### src/rtl/saradc_sw_bbm_seq.sv
// Break-before-make sequencer for SAR ADC pass-gate switch banks.
// Changed channels open fully for DEAD cycles before their new target closes.
module saradc_sw_bbm_seq #(
  parameter int unsigned N_CH  = 8,
  parameter int unsigned N_SEL = 3,
  parameter int unsigned DEAD  = 2
) (
  input  logic                  clk_i,
  input  logic                  rst_i,
  input  logic                  req_valid_i,
  output logic                  req_ready_o,
  input  logic [N_CH*N_SEL-1:0] req_sel_i,
  output logic [N_CH*N_SEL-1:0] s_o,
  output logic [N_CH*N_SEL-1:0] sb_o,
  output logic                  busy_o,
  output logic                  done_o,
  output logic                  err_o
);

  localparam int unsigned W  = N_CH * N_SEL;
  localparam int unsigned CW = $clog2(DEAD + 1);

  typedef enum logic {
    ST_IDLE,
    ST_OPEN
  } state_e;

  state_e          state_q, state_d;
  logic [W-1:0]    s_q, s_d;
  logic [W-1:0]    sb_q, sb_d;
  logic [W-1:0]    tgt_q, tgt_d;
  logic [W-1:0]    chg_q, chg_d;
  logic [CW-1:0]   cnt_q, cnt_d;
  logic            busy_q, busy_d;
  logic            done_q, done_d;
  logic            err_q, err_d;

  logic [W-1:0]    legal_c;
  logic [W-1:0]    chg_c;
  logic            illegal_c;
  logic            accept_c;

  // Legalise the offered vector and compare each channel against the live S slice
  always_comb begin
    logic [N_SEL-1:0] sl;
    logic             ill;
    legal_c   = '0;
    chg_c     = '0;
    illegal_c = 1'b0;
    sl        = '0;
    ill       = 1'b0;
    for (int unsigned c = 0; c < N_CH; c++) begin
      sl  = req_sel_i[c*N_SEL +: N_SEL];
      ill = |(sl & (sl - N_SEL'(1)));
      if (ill) begin
        sl = '0;
      end
      illegal_c                 = illegal_c | ill;
      legal_c[c*N_SEL +: N_SEL] = sl;
      chg_c[c*N_SEL +: N_SEL]   = {N_SEL{sl != s_q[c*N_SEL +: N_SEL]}};
    end
  end

  assign req_ready_o = (state_q == ST_IDLE) && !rst_i;
  assign accept_c    = req_valid_i && req_ready_o;

  // Next-state and output logic
  always_comb begin
    state_d = state_q;
    s_d     = s_q;
    tgt_d   = tgt_q;
    chg_d   = chg_q;
    cnt_d   = cnt_q;
    busy_d  = busy_q;
    done_d  = 1'b0;
    err_d   = err_q;
    case (state_q)
      ST_IDLE: begin
        if (accept_c) begin
          err_d = illegal_c;
          if (|chg_c) begin
            s_d     = s_q & ~chg_c;
            tgt_d   = legal_c;
            chg_d   = chg_c;
            cnt_d   = CW'(DEAD - 1);
            busy_d  = 1'b1;
            state_d = ST_OPEN;
          end else begin
            done_d = 1'b1;
          end
        end
      end
      ST_OPEN: begin
        if (cnt_q != '0) begin
          cnt_d = cnt_q - CW'(1);
        end else begin
          s_d     = (s_q & ~chg_q) | (tgt_q & chg_q);
          done_d  = 1'b1;
          busy_d  = 1'b0;
          state_d = ST_IDLE;
        end
      end
      default: state_d = ST_IDLE;
    endcase
    sb_d = ~s_d;
  end

  // State registers; reset opens every switch at once
  always_ff @(posedge clk_i) begin
    if (rst_i) begin
      state_q <= ST_IDLE;
      s_q     <= '0;
      sb_q    <= '1;
      tgt_q   <= '0;
      chg_q   <= '0;
      cnt_q   <= '0;
      busy_q  <= 1'b0;
      done_q  <= 1'b0;
      err_q   <= 1'b0;
    end else begin
      state_q <= state_d;
      s_q     <= s_d;
      sb_q    <= sb_d;
      tgt_q   <= tgt_d;
      chg_q   <= chg_d;
      cnt_q   <= cnt_d;
      busy_q  <= busy_d;
      done_q  <= done_d;
      err_q   <= err_d;
    end
  end

  assign s_o    = s_q;
  assign sb_o   = sb_q;
  assign busy_o = busy_q;
  assign done_o = done_q;
  assign err_o  = err_q;

endmodule

### config.mk
export PLATFORM = sky130hd
export DESIGN_NAME = saradc_sw_bbm_seq
export DESIGN_NICKNAME = d
export VERILOG_FILES = /design/src/rtl/saradc_sw_bbm_seq.sv
export SDC_FILE = /design/constraint.sdc
export NUM_CORES = 1
export LEC_CHECK = 0
export BUFFER_PORTS_ARGS = -buffer_cell sky130_fd_sc_hd__buf_2
export CORE_ASPECT_RATIO = 0.5
export CORE_UTILIZATION = 49
export CTS_CLUSTER_DIAMETER = 120
export DETAILED_ROUTE_END_ITERATION = 6
export PLACE_DENSITY = 0.73
export SYNTH_ARGS = -nofsm -noshare
export SYNTH_HDL_FRONTEND = slang
export SYNTH_SLANG_ARGS = --single-unit
export TNS_END_PERCENT = 100
### constraint.sdc
create_clock -name clk_i -period 2.5 [get_ports clk_i]
set_input_delay 0.5 -clock clk_i [delete_from_list [all_inputs] [get_ports clk_i]]
set_output_delay 0.5 -clock clk_i [all_outputs]
set_load 0.1 [all_outputs]
After elaboration in Yosys (flattened, before gate mapping)
Index checks and enable logic that the tools add are counted.
{"block": "op_classes", "addsub": 9, "mul": 0, "div": 0, "n_lt_le_gt_ge": 0, "eq_ne": 12, "n_shift": 0, "n_mux": 28, "n_bitwise": 23, "reduce_logical": 17}
{"operator": "AND 24 bit", "n": 3}
{"operator": "two-way mux 24 bit", "n": 3}
{"operator": "NOT 24 bit", "n": 3}
{"operator": "one-hot mux 24 bit (2 select lines)", "n": 1}
{"operator": "AND 3 bit", "n": 8}
{"operator": "two-way mux 3 bit", "n": 8}
{"operator": "inequality test 3 bit", "n": 8}
{"operator": "OR 24 bit", "n": 1}
{"operator": "OR reduction 3 bit", "n": 8}
{"operator": "subtractor 3 x 1 -> 3 bit (second input constant)", "n": 8}
{"operator": "two-way mux 1 bit", "n": 9}
{"operator": "AND reduction 3 bit", "n": 3}
{"operator": "OR reduction 8 bit", "n": 1}
{"operator": "OR 1 bit", "n": 7}
{"operator": "two-way mux 2 bit", "n": 3}
{"operator": "one-hot mux 1 bit (2 select lines)", "n": 3}
{"operator": "inequality test 2 x 1 -> 1 bit (second input constant)", "n": 2}
{"operator": "inequality test 2 bit (second input constant)", "n": 2}
{"operator": "one-hot mux 2 bit (2 select lines)", "n": 1}
{"operator": "logical AND 1 bit", "n": 2}
{"operator": "AND reduction 2 bit", "n": 1}
{"operator": "nonzero test 2 bit", "n": 1}
{"operator": "subtractor 2 x 1 -> 2 bit (second input constant)", "n": 1}
{"operator": "zero test 1 bit", "n": 1}
{"operator": "NOT 1 bit", "n": 1}
{"block": "totals", "register_bits": 100, "latchBits": 0, "mem_bits_rw": 0, "mem_bits_ro": 0, "inputBits": 27, "out_inout_bits": 52, "wordCells": 98, "memories": 0}

Depth between registers and ports, before layout
{"block": "logic_depth", "word_depth": 11, "ltp_mapped": 9, "ltp_nobuf": 8}

Worst setup path before layout
OpenSTA, ideal clock, no wires.
{"block": "synth_timing", "path_kind": "input port to flip-flop", "start": "input port rst_i", "end": "register s_q[1] (netlist: s_o[1])", "setup_time_ps": 133, "t_arrival_ps": 2987, "required_ps": 2367, "setup_slack_ps": -619, "stages": 8, "n_path_buf": 2, "cell_sequence": "clkbuf_1 > nor2_1 > nand2_1 > clkbuf_1 > nor3_1 > nor2_1 > nand2_1 > a21oi_1"}
{"block": "synth_between", "elab_chain_cells": 5}
{"item": "start: declaration", "line_no": "9", "rtl": "input logic rst_i,"}
{"item": "zero test 1 bit", "line_no": "64", "rtl": "assign req_ready_o = (state_q == ST_IDLE) && !rst_i;"}
{"item": "logical AND 1 bit", "line_no": "64"}
{"item": "via req_ready_o", "line_no": "11", "rtl": "output logic req_ready_o,"}
{"item": "logical AND 1 bit", "line_no": "65", "rtl": "assign accept_c = req_valid_i && req_ready_o;"}
{"item": "two-way mux 24 bit", "line_no": "79", "rtl": "if (accept_c) begin"}
{"item": "one-hot mux 24 bit (2 select lines)", "line_no": "77", "rtl": "case (state_q)"}
{"item": "end signal: assignment", "line_no": "112", "rtl": "s_q <= '0;"}
{"item": "end signal: assignment", "line_no": "122", "rtl": "s_q <= s_d;"}
{"item": "end: declaration", "line_no": "29", "rtl": "logic [W-1:0] s_q, s_d;"}
The timed path passes the listed nets, and every way through them passes these cells.
A chain may end at the register's enable or synchronous reset.

Worst setup path in the final report
{"block": "layout_timing", "start": "input port req_sel_i[4]", "end": "register tgt_q[16]"}
{"block": "layout_between", "elab_chain_cells": 7}
{"item": "start: declaration", "line_no": "12", "rtl": "input logic [N_CH*N_SEL-1:0] req_sel_i,"}
{"item": "subtractor 3 x 1 -> 3 bit", "line_no": "54", "rtl": "ill = |(sl & (sl - N_SEL'(1)));"}
{"item": "AND 3 bit", "line_no": "54"}
{"item": "OR reduction 3 bit", "line_no": "54"}
{"item": "two-way mux 3 bit *", "line_no": "55", "rtl": "if (ill) begin"}
{"item": "inequality test 3 bit *", "line_no": "60", "rtl": "chg_c[c*N_SEL +: N_SEL] = {N_SEL{sl != s_q[c*N_SEL +: N_SEL]}};"}
{"item": "OR reduction 8 bit *", "line_no": "81", "rtl": "if (|chg_c) begin"}
{"item": "AND reduction 3 bit (no source line) *"}
{"item": "end signal: assignment", "line_no": "124", "rtl": "tgt_q <= tgt_d;"}
{"item": "end: declaration", "line_no": "31", "rtl": "logic [W-1:0] tgt_q, tgt_d;"}
Every way passes the cells marked *; elsewhere a longest branch is shown, timed or not.

==> metrics.md <==
| Metric | Value |
|---|---|
| Hold path startpoint | `chg_q[8]` |
| Slew Limit Fails | `0` |
| Global route overflow | `0` |
| Post-synth cell types | `39` |
| Clk root buf | `clkbuf_16` |
| Syn_nets | `425` |
| Design Area, Final | `4790 um2` |
| Setup crit start kind | `input pin` |
| CP startpoint | `req_sel_i[4]` |
| Critical Path RT | `2.71 ns` |
| Status | `completed` |
| Synth Flop Type | `dfxtp_1` |
| Max Fclk | `427 MHz` |
| DRT iter0 DRCs | `253` |
| Die Wd | `124 um` |
| Sequential-to-total area share from yosys stat | `47.4%` |
| Seq cells post-synth | `86` |
| CTS tree | `built` |
| Drt total wl | `8.53 mm` |
| Placed Area | `4490 um2` |
| Fin crit share | `93.6%` |
| Yosys top cell area share | `47.4%` |
| Vias in the first global route | `3052` |
| Top cells by count, synth | `dfxtp_1, nor2_1, nand2_1` |
| Die Y | `62.9 um` |
| Slowest cell on crit path | `or3b_1` |
| Initial core utilization | `52.5%` |
| FP Rows | `21` |
| Inst Count DP | `604` |
| Post-synthesis xor/xnor area fraction | `0%` |
| Drt pass-1 iters | `5` |
| Layout Skew | `0.00737 ns` |
| Synthesis Warnings | `0` |
| Die area | `7780 um2` |
| Wire per inst | `13.8 um` |
| Final core occ | `69.3%` |
| CTS Buffer Depth | `2` |
| Worst min path class | `register to register` |
| Fin nets | `551` |
| RSZ-0062 raised after global routing | `false` |
| Simple-Gate Fraction of Synth Area | `24.2%` |
| Num CTS Buffers | `9` |
| WP buf/inv | `2` |
| DP Wirelength | `6.25 mm` |
| Mapped cell area | `3630 um2` |
| Final worst setup slack | `0.160 ns` |
| RePlAce Congestion | `0.861` |
| Setup total negative slack | `0 ns` |
| Worst-skew pair later-pin latency | `0.34 ns` |
| Layout cells sized above 1 | `34.2%` |
| Ant diodes | `0` |
| Area of the multi-input gates | `1810 um2` |
| Max Cap Viol | `0` |
| Post-synth EDFFs | `0` |
| Largest net degree at the start of global routing | `62` |
| Top delay family on crit path | `simple AND/OR/NAND/NOR gates` |
| Synth area leader | `dfxtp_1` |
| Lkg Pwr | `2.12 nW` |
| Critical Path, Cell by Cell | `buf_2, or3b_1, nor4b_4, o22ai_1, o41ai_4, buf_4, mux2i_1, nor2_1` |
| Core footprint | `6910 um2` |
| Min Tclk post-route | `2.34 ns` |
| DR vias/cell | `5.35` |
| IO Count | `79` |
| DRT antenna net count | `0` |
| Critical path type | `input pin to register` |
| First-pass GRT wire length | `13.9 mm` |
| H-tree depth | `3` |
| Syn Inst Count | `397` |
| Initial antenna violation count | `0` |
| Gr usage total | `23.6%` |
| Final Hold Violating Endpoints | `0` |
| Routed vias | `3313` |
| Fill cells | `569` |
| Main combinational cell family by area after synthesis | `simple AND/OR/NAND/NOR gates` |
| Clock transition at the registers of the reported paths | `0.06 ns` |
| Register area | `1750 um2` |
| PwrDens | `613 nW/um2` |
| Final Non-Filler Cells | `619` |
| Port bufs | `78` |
| Slowest cell delay on critical path | `0.43 ns` |
| Post-place setup slack | `-0.270 ns` |
| Synth Area in Compound Gates | `13.9%` |
| Worst Tran Pin Value | `0.601 ns` |
| Post-Syn Area per Cell | `9.15 um2` |
| TritonCTS sink count | `86` |
| Post-synthesis mux area share | `8.10%` |
| WP data arrival | `2.55 ns` |
| Most instantiated library cell after synthesis | `dfxtp_1` |
| CP endpoint kind | `register` |
| Asr flop ratio synth | `0%` |
| Drt drc | `0` |
| Post-Synth Adder-Cell Area | `2.55%` |
| Final setup violation count | `0` |
| Area Growth Syn to Fin | `31.8%` |
| Cts hold-fix bufs | `0` |
| Slew HR | `60.0%` |
| Area contributors post-synth | `dfxtp_1, mux2i_1, nor2_1` |
| CP max FO | `14` |
| Max VDD drop | `0.383 mV` |
==> routing by layer <==
metal / routed length [um] / up-vias / track usage (%)
li1: - / 1674 / -
met1: 4210 / 1535 / 31.1
met2: 3700 / 98 / 35.8
met3: 573 / 6 / 8.12
met4: 48 / 0 / 7.68
met5: 0 / - / 0
==> path summary, 6_finish.rpt <==
check	to	slack (ns)	cells past startpoint
max	tgt_q[16]	0.16	8
min	chg_q[8]	0.48	2
max reg2reg	tgt_q[16]	0.32	8
min reg2reg	chg_q[8]	0.48	2
==> cells in the final DEF, fill, tap and decap left out, types with 2 or more instances in the layout <==
| master | instances |
|---|---|
| buf_2 | 78 |
| clkbuf_1 | 3 |
| nor4b_1 | 6 |
| mux2i_1 | 26 |
| a21oi_1 | 24 |
| a22oi_1 | 2 |
| clkbuf_8 | 2 |
| a31o_2 | 6 |
| o21ai_0 | 8 |
| dfxtp_2 | 22 |
| maj3_1 | 8 |
| o21ai_1 | 3 |
| buf_4 | 52 |
| nand3_1 | 8 |
| dfxtp_1 | 64 |
| o211ai_1 | 3 |
| a31o_1 | 4 |
| nor2b_1 | 5 |
| nand3b_1 | 10 |
| mux2_2 | 3 |
| or3_1 | 9 |
| o22ai_1 | 4 |
| a31oi_1 | 6 |
| clkbuf_16 | 9 |
| nor2_1 | 42 |
| a21o_1 | 11 |
| inv_1 | 18 |
| nor3_1 | 23 |
| nor3b_1 | 15 |
| and2_1 | 2 |
| or3b_1 | 3 |
| and3_1 | 2 |
| nor4_1 | 3 |
| nand2b_1 | 2 |
| nand2_1 | 28 |
==> cell type report <==
| class | instances | area share, % |
|---|---|---|
| multi-input combinational | 278 | 37.7 |
| clock buffer | 14 | 5.51 |
| timing repair buffer | 130 | 16.3 |
| inverter | 18 | 1.41 |
| clock inverter | 1 | 0.105 |
| sequential | 86 | 36.5 |
| tap | 92 | 2.40 |
==> logic make-up after synthesis <==
kind of cell / after synthesis
AOI/OAI and AO/OA: 76
adders and majority gates: 9
buffers and inverters: 33
DFF: 86
muxes: 29
and+or+nand+nor: 164
==> power by group <==
part / internal [mW] / switching [mW] / leakage [nW]
Clock: 0.720 / 0.486 / 0.133
Sequential: 1.39 / 0.0154 / 0.708
Combinational: 0.131 / 0.191 / 1.28
Total: 2.24 / 0.692 / 2.12
==> repair_timing <==
| item | in CTS | in global routing |
|---|---|---|
| resized for setup | 0 | 5 |
| buffers inserted | 0 | 0 |
| endpoints found under the setup margin | 0 | 14 |
==> metrics by stage <==
stage | power (mW) | hold WS [ns]
floorplan | 1.61 | 0.447
global placement | 1.75 | 0.458
detailed placement | 1.75 | 0.468
CTS | 2.96 | 0.480
global route | 3.06 | 0.499
finish | 2.94 | 0.477
==> worst reg2reg max path, stage by stage (launching register included) <==
cell	delay, ns
dfxtp_2	0.39
nor2b_1	0.16
a22oi_1	0.12
a21oi_2	0.23
o22ai_1	0.15
o41ai_4	0.43
buf_4	0.30
mux2i_1	0.23
nor2_1	0.05
Power figures use the tool's default switching activity.
